## src/rtl/vga_pkg.sv

```systemverilog
`default_nettype none
// ============================================================================
// Module      : vga_pkg
// Description : Shared timing constants and types for the VGA timing stage.
// Revision    : 1.0 - initial release
// ============================================================================
package vga_pkg;

  localparam int unsigned CNT_W = 16;
  localparam int unsigned PX_W  = 11;

  typedef logic [CNT_W-1:0] count_t;
  typedef logic [PX_W-1:0]  px_t;

  // 800x600 @ 60 Hz mode
  localparam int unsigned VGA_H_SYNC   = 128;
  localparam int unsigned VGA_H_BP     = 88;
  localparam int unsigned VGA_H_ACTIVE = 800;
  localparam int unsigned VGA_H_FP     = 40;
  localparam int unsigned VGA_H_TOTAL  = VGA_H_SYNC + VGA_H_BP + VGA_H_ACTIVE + VGA_H_FP;

  localparam int unsigned VGA_V_SYNC   = 4;
  localparam int unsigned VGA_V_BP     = 23;
  localparam int unsigned VGA_V_ACTIVE = 600;
  localparam int unsigned VGA_V_FP     = 1;
  localparam int unsigned VGA_V_TOTAL  = VGA_V_SYNC + VGA_V_BP + VGA_V_ACTIVE + VGA_V_FP;

  localparam int unsigned H_ACT_START = VGA_H_SYNC + VGA_H_BP;
  localparam int unsigned H_ACT_END   = H_ACT_START + VGA_H_ACTIVE;
  localparam int unsigned V_ACT_START = VGA_V_SYNC + VGA_V_BP;
  localparam int unsigned V_ACT_END   = V_ACT_START + VGA_V_ACTIVE;

endpackage
`default_nettype wire

```

## src/rtl/vga_timing_gen_if.sv

```systemverilog
`default_nettype none
// ============================================================================
// Module      : vga_timing_gen_if
// Description : Timing bundle from the timing generator to the colour stage.
// Revision    : 1.0 - initial release
// ============================================================================
interface vga_timing_gen_if;
  import vga_pkg::*;

  logic   pix_en;
  count_t hcount;
  count_t vcount;
  logic   hsync;
  logic   vsync;
  logic   active;
  px_t    px_x;
  px_t    px_y;
  logic   frame_start;

  modport master (
    output pix_en, hcount, vcount, hsync, vsync, active, px_x, px_y, frame_start
  );

  modport slave (
    input  pix_en, hcount, vcount, hsync, vsync, active, px_x, px_y, frame_start
  );
endinterface
`default_nettype wire

```

## src/rtl/vga_pix_strobe.sv

```systemverilog
`default_nettype none
// ============================================================================
// Module      : vga_pix_strobe
// Description : Phase-accumulator pixel enable, rate = clk * PIX_NUM / PIX_DEN.
// Revision    : 1.0 - initial release
// ============================================================================
module vga_pix_strobe #(
  parameter int unsigned PIX_NUM = 2,
  parameter int unsigned PIX_DEN = 5
) (
  input  logic clk,
  input  logic rst,
  output logic strobe_next,
  output logic pix_en
);
  import vga_pkg::*;

  logic [7:0] acc;
  logic [8:0] sum;

  // One extra bit so acc + PIX_NUM cannot wrap before the modulus compare.
  always_comb begin
    sum         = {1'b0, acc} + 9'(PIX_NUM);
    strobe_next = (sum >= 9'(PIX_DEN));
  end

  always_ff @(posedge clk or posedge rst) begin
    if (rst) begin
      acc    <= '0;
      pix_en <= 1'b0;
    end else begin
      acc    <= strobe_next ? 8'(sum - 9'(PIX_DEN)) : sum[7:0];
      pix_en <= strobe_next;
    end
  end
endmodule
`default_nettype wire

```

## src/rtl/vga_timing_gen.sv

```systemverilog
`default_nettype none
// ============================================================================
// Module      : vga_timing_gen
// Description : Pixel strobe, H/V counters and registered sync/active decode.
// Revision    : 1.0 - initial release
// ============================================================================
module vga_timing_gen #(
  parameter int unsigned PIX_NUM  = 2,
  parameter int unsigned PIX_DEN  = 5,
  parameter int unsigned H_SYNC   = vga_pkg::VGA_H_SYNC,
  parameter int unsigned H_BP     = vga_pkg::VGA_H_BP,
  parameter int unsigned H_ACTIVE = vga_pkg::VGA_H_ACTIVE,
  parameter int unsigned H_FP     = vga_pkg::VGA_H_FP,
  parameter int unsigned V_SYNC   = vga_pkg::VGA_V_SYNC,
  parameter int unsigned V_BP     = vga_pkg::VGA_V_BP,
  parameter int unsigned V_ACTIVE = vga_pkg::VGA_V_ACTIVE,
  parameter int unsigned V_FP     = vga_pkg::VGA_V_FP,
  parameter bit          SYNC_POL = 1'b1
) (
  input  logic             clk,
  input  logic             rst,
  vga_timing_gen_if.master vga
);
  import vga_pkg::*;

  localparam count_t H_LAST   = count_t'(H_SYNC + H_BP + H_ACTIVE + H_FP - 1);
  localparam count_t V_LAST   = count_t'(V_SYNC + V_BP + V_ACTIVE + V_FP - 1);
  localparam count_t HS_END   = count_t'(H_SYNC);
  localparam count_t VS_END   = count_t'(V_SYNC);
  localparam count_t HA_START = count_t'(H_SYNC + H_BP);
  localparam count_t HA_END   = count_t'(H_SYNC + H_BP + H_ACTIVE);
  localparam count_t VA_START = count_t'(V_SYNC + V_BP);
  localparam count_t VA_END   = count_t'(V_SYNC + V_BP + V_ACTIVE);

  logic   strobe_next;
  logic   pix_en;
  count_t hcount, vcount;
  count_t h_next, v_next;
  logic   h_wrap;
  logic   hsync, vsync, active, frame_start;
  logic   hsync_n, vsync_n, active_n;
  px_t    px_x, px_y, px_x_n, px_y_n;

  vga_pix_strobe #(
    .PIX_NUM (PIX_NUM),
    .PIX_DEN (PIX_DEN)
  ) u_pix_strobe (
    .clk         (clk),
    .rst         (rst),
    .strobe_next (strobe_next),
    .pix_en      (pix_en)
  );

  // Decode works on the next counts so outputs move in the same clk as the counters.
  always_comb begin
    h_wrap = (hcount == H_LAST);
    h_next = h_wrap ? '0 : hcount + count_t'(1);
    v_next = vcount;
    if (h_wrap) begin
      v_next = (vcount == V_LAST) ? '0 : vcount + count_t'(1);
    end
    hsync_n  = (h_next < HS_END) ? SYNC_POL : ~SYNC_POL;
    vsync_n  = (v_next < VS_END) ? SYNC_POL : ~SYNC_POL;
    active_n = (h_next >= HA_START) && (h_next < HA_END) &&
               (v_next >= VA_START) && (v_next < VA_END);
    px_x_n   = active_n ? px_t'(h_next - HA_START) : '0;
    px_y_n   = active_n ? px_t'(v_next - VA_START) : '0;
  end

  always_ff @(posedge clk or posedge rst) begin
    if (rst) begin
      hcount      <= '0;
      vcount      <= '0;
      hsync       <= SYNC_POL;
      vsync       <= SYNC_POL;
      active      <= 1'b0;
      px_x        <= '0;
      px_y        <= '0;
      frame_start <= 1'b0;
    end else begin
      frame_start <= 1'b0;
      if (strobe_next) begin
        hcount      <= h_next;
        vcount      <= v_next;
        hsync       <= hsync_n;
        vsync       <= vsync_n;
        active      <= active_n;
        px_x        <= px_x_n;
        px_y        <= px_y_n;
        frame_start <= (h_next == '0) && (v_next == '0);
      end
    end
  end

  assign vga.pix_en      = pix_en;
  assign vga.hcount      = hcount;
  assign vga.vcount      = vcount;
  assign vga.hsync       = hsync;
  assign vga.vsync       = vsync;
  assign vga.active      = active;
  assign vga.px_x        = px_x;
  assign vga.px_y        = px_y;
  assign vga.frame_start = frame_start;
endmodule
`default_nettype wire

```

## src/flat_wrapper.sv

```systemverilog
// flat-port wrapper written by rule: the top's interface ports become plain ports
module vga_timing_gen_flat import vga_pkg::*;
#(
  parameter int unsigned PIX_NUM  = 2,
  parameter int unsigned PIX_DEN  = 5,
  parameter int unsigned H_SYNC   = vga_pkg::VGA_H_SYNC,
  parameter int unsigned H_BP     = vga_pkg::VGA_H_BP,
  parameter int unsigned H_ACTIVE = vga_pkg::VGA_H_ACTIVE,
  parameter int unsigned H_FP     = vga_pkg::VGA_H_FP,
  parameter int unsigned V_SYNC   = vga_pkg::VGA_V_SYNC,
  parameter int unsigned V_BP     = vga_pkg::VGA_V_BP,
  parameter int unsigned V_ACTIVE = vga_pkg::VGA_V_ACTIVE,
  parameter int unsigned V_FP     = vga_pkg::VGA_V_FP,
  parameter bit          SYNC_POL = 1'b1
)
  (clk, rst, vga_pix_en, vga_hcount, vga_vcount, vga_hsync, vga_vsync, vga_active, vga_px_x, vga_px_y, vga_frame_start);
  vga_timing_gen_if vga_i ();
  input  logic clk;
  input  logic rst;
  output wire logic [$bits(vga_i.pix_en)-1:0] vga_pix_en;
  output wire logic [$bits(vga_i.hcount)-1:0] vga_hcount;
  output wire logic [$bits(vga_i.vcount)-1:0] vga_vcount;
  output wire logic [$bits(vga_i.hsync)-1:0] vga_hsync;
  output wire logic [$bits(vga_i.vsync)-1:0] vga_vsync;
  output wire logic [$bits(vga_i.active)-1:0] vga_active;
  output wire logic [$bits(vga_i.px_x)-1:0] vga_px_x;
  output wire logic [$bits(vga_i.px_y)-1:0] vga_px_y;
  output wire logic [$bits(vga_i.frame_start)-1:0] vga_frame_start;
  assign vga_pix_en = vga_i.pix_en;
  assign vga_hcount = vga_i.hcount;
  assign vga_vcount = vga_i.vcount;
  assign vga_hsync = vga_i.hsync;
  assign vga_vsync = vga_i.vsync;
  assign vga_active = vga_i.active;
  assign vga_px_x = vga_i.px_x;
  assign vga_px_y = vga_i.px_y;
  assign vga_frame_start = vga_i.frame_start;
  vga_timing_gen #(.PIX_NUM(PIX_NUM), .PIX_DEN(PIX_DEN), .H_SYNC(H_SYNC), .H_BP(H_BP), .H_ACTIVE(H_ACTIVE), .H_FP(H_FP), .V_SYNC(V_SYNC), .V_BP(V_BP), .V_ACTIVE(V_ACTIVE), .V_FP(V_FP), .SYNC_POL(SYNC_POL)) u_core (.clk(clk), .rst(rst), .vga(vga_i));
endmodule
```

## config.mk

```make
export PLATFORM = sky130hd
export DESIGN_NAME = vga_timing_gen_flat
export DESIGN_NICKNAME = d
export VERILOG_FILES = /design/src/rtl/vga_pkg.sv /design/src/rtl/vga_timing_gen_if.sv /design/src/rtl/vga_pix_strobe.sv /design/src/rtl/vga_timing_gen.sv /design/src/flat_wrapper.sv
export SDC_FILE = /design/constraint.sdc
export NUM_CORES = 1
export LEC_CHECK = 0
export BUFFER_PORTS_ARGS = -buffer_cell sky130_fd_sc_hd__buf_2
export CAP_MARGIN = 20
export CORE_ASPECT_RATIO = 1.75
export CORE_MARGIN = 2
export CORE_UTILIZATION = 29
export CTS_BUF_LIST = sky130_fd_sc_hd__clkbuf_8
export CTS_CLUSTER_DIAMETER = 40
export DETAILED_ROUTE_END_ITERATION = 6
export PLACE_DENSITY_LB_ADDON = 0.25
export RECOVER_POWER = 25
export SETUP_SLACK_MARGIN = 0.05
export SYNTH_ARGS = -nofsm -noshare
export SYNTH_HDL_FRONTEND = slang
export SYNTH_SLANG_ARGS = --single-unit
```

## constraint.sdc

```tcl
create_clock -name clk -period 8.5 [get_ports clk]
set_clock_uncertainty 0.05 [all_clocks]
set_input_delay 1.7 -clock clk [delete_from_list [all_inputs] [get_ports clk]]
set_output_delay 1.7 -clock clk [all_outputs]
set_load 0.03 [all_outputs]
```

==> flow_summary_export.csv <==
group,metric,value,unit
status,status,"finished with violations",
status,violations,"capacitance limit, slew limit",
routing,drt_iter0_drc,220,
yosys,syn_nets,534,
yosys,ys_seq_area_share,37.47,%
layout,fillers,1593,
yosys,postSynthCellCount,521,
power,p_leak,2.440,nW
setup_path,cp_max_fo,67,
timing,period_share,58.37,%
timing,drv_slew,68,
clock_tree,clock_path_buffers,2,
grt,antenna_found_initial,0,
setup_path,crit_path_top_delay_cell,"clkbuf_1",
floorplan,coreArea,15240,um2
routing,totalWireLength,13200,um
clock_tree,post_cts_buffers,0,
yosys,synth_area_per_cell,8.602,um2
setup_path,path_class,"in2async",
setup_path,start_kind,"primary input",
yosys,ys_async_sr_fraction,100.0,%
timing,setup_violations,0,
grt,grt_usage,16.82,%
layout,drive_gt1_share,20.64,%
yosys,synth_edf_count,0,
power,vdd_ir_drop_max,0.00008994,V
setup_path,cp_top_family,"buffers and inverters",
grt,grt_remaining_overflow,0,
layout,nNetsFinal,570,
routing,vias,3897,
setup_path,reg2reg_depth,12,
yosys,yosys_warnings,0,
clock_tree,root_buffer,"clkbuf_8",
setup_path,worst_setup_path_end_kind,"asynchronous set/reset pin",
min_path,holdPathEnd,"u_core.vga.px_x[9]$_DFFE_PP0N_",
timing,rsz0062_at_grt,"no",
routing,drtAntennaViolNets,0,
clock_tree,cts-htree-levels,3,
clock_tree,clock-sinks,67,
timing,min_period,4.962,ns
power,power_density,129.6,nW/um2
setup_path,cp.arrival,4.52,ns
timing,final.setup.tns,0,ns
yosys,netlist_area,4482,um2
min_path,min_path_type,"reg2reg",
routing,drc,0,
layout,antennaDiodeCount,0,
layout,area_growth_syn_to_layout,14.32,%
floorplan,fp.dieH,168.5,um
floorplan,die_area,16500,um2
timing,timing_hold_violations_final,0,
layout,multiInputGateArea,2571,um2
placed_design,portBuffers,60,
routing,wl_per_cell,17.65,um
setup_path,cp_data_required_time,8.06,ns
clock_tree,cts.clk_slew.worst_paths,0.07,ns
floorplan,io_pins,61,
clock_tree,cts_buffers,9,
yosys,ys_types,58,
placed_design,dpl.hpwl,9559,um
layout,register_area,1679,um2
clock_tree,ctsHoldBuffers,0,
floorplan,row_count,60,
floorplan,start_util,29.41,%
setup_path,ff2ff_setup_slack,4.16,ns
clock_tree,cts_tree,"done",
placed_design,dpl_cell_area,4877,um2
setup_path,cp_slowest_stage_delay,2.59,ns
grt,first_global_vias,4086,
job,maxCapViolations,1,
routing,dr.pass1.iters,4,
clock_tree,clk_latency,0.35,ns
routing,routed_via_density,5.210,
grt,grt_pass1_wl,22020,um
min_path,hold_depth,2,
placed_design,gp_congestion,0.9017,
timing,relSlewSlack,-148.8,%
yosys,synth_ff_type,"dfrtp_1",
yosys,ys_ff_latch,67,
min_path,min-delay-start,"u_core.vga.px_x[9]$_DFFE_PP0N_",
setup_path,crit_chain,"buf_2 > inv_1 > clkbuf_1",
layout,finalInstanceArea,5124,um2
clock_tree,cts_resized,0,
timing,worst-slew-pin-transition,3.732,ns
grt,grt_max_degree,68,
setup_path,r2r_end,"u_core.vga.px_x[0]$_DFFE_PP0N_",
setup_path,rr_startpoint,"u_core.vga.hcount[0]$_DFFE_PP0N_",
timing,fmax,201.5,MHz
setup_path,cp_num_buf_inv,3,
floorplan,fp.dieW,97.98,um
-- stage by stage --
step	cells	worst slack (ns)	util [%]	power [mW]	hold slack (ns)
6_report	748	3.538	33.62	0.6639	0.4299
5_1_grt	748	2.699	33.62	0.6917	0.4577
4_1_cts	748	4.218	33.65	0.6765	0.4357
3_5_place_dp	732	4.259	32.00	0.3323	0.4147
3_3_place_gp	732	4.416	32.00	0.3322	0.4132
2_1_floorplan	521	4.723	-	0.3295	0.4052
-- worst reg2reg max path, cell delays in order, from the launching register on --
cell     delay, ns
dfrtp_1       0.50
ha_1          0.36
and3_1        0.28
nand4_1       0.57
a22oi_1       0.52
inv_1         0.08
ha_1          0.24
a21o_1        0.17
a221o_1       0.26
a41oi_1       0.21
mux2i_1       0.12
or3_4         0.62
o31ai_1       0.26
-- synthesized netlist by cell type (3+ instances only) --
cell type / number / area, um2
mux2i_1: 7 / 70.07
nor2b_1: 8 / 50.05
o31ai_1: 6 / 45.04
and2_1: 4 / 25.02
xnor2_1: 36 / 315.3
ha_1: 11 / 137.6
o211ai_1: 3 / 22.52
nand2_1: 74 / 277.8
nand4_1: 12 / 75.07
xor2_1: 20 / 175.2
a21boi_0: 4 / 30.03
nor4_1: 9 / 56.30
o21ai_2: 18 / 157.7
and3_1: 6 / 37.54
nor2_1: 43 / 161.4
or3_1: 4 / 25.02
mux2_2: 5 / 56.30
buf_1: 5 / 18.77
o21a_1: 3 / 22.52
clkbuf_1: 27 / 101.4
nand3_1: 23 / 115.1
and4_1: 7 / 61.31
a22oi_1: 4 / 30.03
nor3b_1: 5 / 37.54
buf_6: 3 / 33.78
or2_2: 4 / 25.02
dfrtp_1: 65 / 1627
o22ai_1: 3 / 18.77
o21ai_0: 18 / 90.09
a21o_1: 8 / 60.06
buf_2: 4 / 20.02
a21oi_1: 11 / 55.05
or4_1: 3 / 22.52
inv_1: 17 / 63.81
nor3_1: 11 / 55.05
-- cells by family after synthesis --
logic type	Yosys count	share of synthesized area, %
compound gates	97	15.69
xor+xnor	56	10.94
fa+ha+maj	11	3.071
buf+inv	56	5.304
flops	67	37.47
mux	12	2.820
simple gates	222	24.71
-- worst max path at each step --
stage / start / end / cells past startpoint
2_1_floorplan: u_core.vga.hcount[0]$_DFFE_PP0N_ / u_core.vga.px_y[9]$_DFFE_PP0N_ / 15
3_3_place_gp: u_core.vga.vcount[0]$_DFFE_PP0N_ / u_core.vga.px_x[0]$_DFFE_PP0N_ / 13
3_5_place_dp: u_core.vga.hcount[0]$_DFFE_PP0N_ / u_core.vga.px_x[0]$_DFFE_PP0N_ / 12
4_1_cts: u_core.vga.hcount[0]$_DFFE_PP0N_ / u_core.vga.px_x[0]$_DFFE_PP0N_ / 12
5_1_grt: rst / u_core.vga.px_y[5]$_DFFE_PP0N_ / 3
6_report: rst / u_core.vga.hcount[12]$_DFFE_PP0N_ / 3
-- where the power goes --
part / switching [mW] / total [mW] / internal [mW]
Clock: 0.135 / 0.339 / 0.203
Combinational: 0.00634 / 0.00661 / 0.000264
Sequential: 0 / 0.319 / 0.319
Total: 0.142 / 0.664 / 0.522
-- cell usage in the layout (no fill, tap or decap), types with 3 or more instances in the layout --
cell       count
nor4_1         8
or4_1          3
dfrtp_1       65
and3_1         6
nor2b_1        8
o21a_1         3
ha_1          11
nor2_1        43
o22ai_1        3
a22oi_1        4
xnor2_1       36
a21boi_0       4
buf_2         60
bufinv_16      3
a21o_1         8
xor2_1        20
buf_4          3
and4_1         7
inv_1         17
and2_1         4
nand3_1       23
a21oi_1       11
or3_1          4
nand4_1       12
o21ai_0       18
mux2_2         5
nor3b_1        5
o211ai_1       3
nor3_1        11
o31ai_1        6
clkbuf_8      10
o21ai_2       18
nand2_1       74
or2_2          4
mux2i_1        7
-- cell type report --
type / count / share of cell area [%]
multi-input cells: 398 / 50.18
flip-flops and latches: 67 / 32.77
repair buffers: 64 / 6.374
well taps: 186 / 4.542
clock buffers: 10 / 2.686
clock inverters: 6 / 2.198
inverters: 17 / 1.245
-- flip-flops by register name (all words and copies together) (netlist names) --
name                        flops
u_core.u_pix_strobe.pix_en      1
u_core.vga.active               1
u_core.u_pix_strobe.acc         8
u_core.vga.hcount              16
u_core.vga.vsync                1
u_core.vga.vcount              16
u_core.vga.hsync                1
u_core.vga.frame_start          1
u_core.vga.px_y                11
u_core.vga.px_x                11
-- routing by layer --
metal	up-vias	GRT usage (%)	wire length (um)
met4	0	7.186	330
met1	1902	17.79	4875
met2	85	32.07	7559
met5	-	0	0
met3	22	2.973	434
li1	1888	-	-
Note: power is estimated with default switching activity, not from simulation.
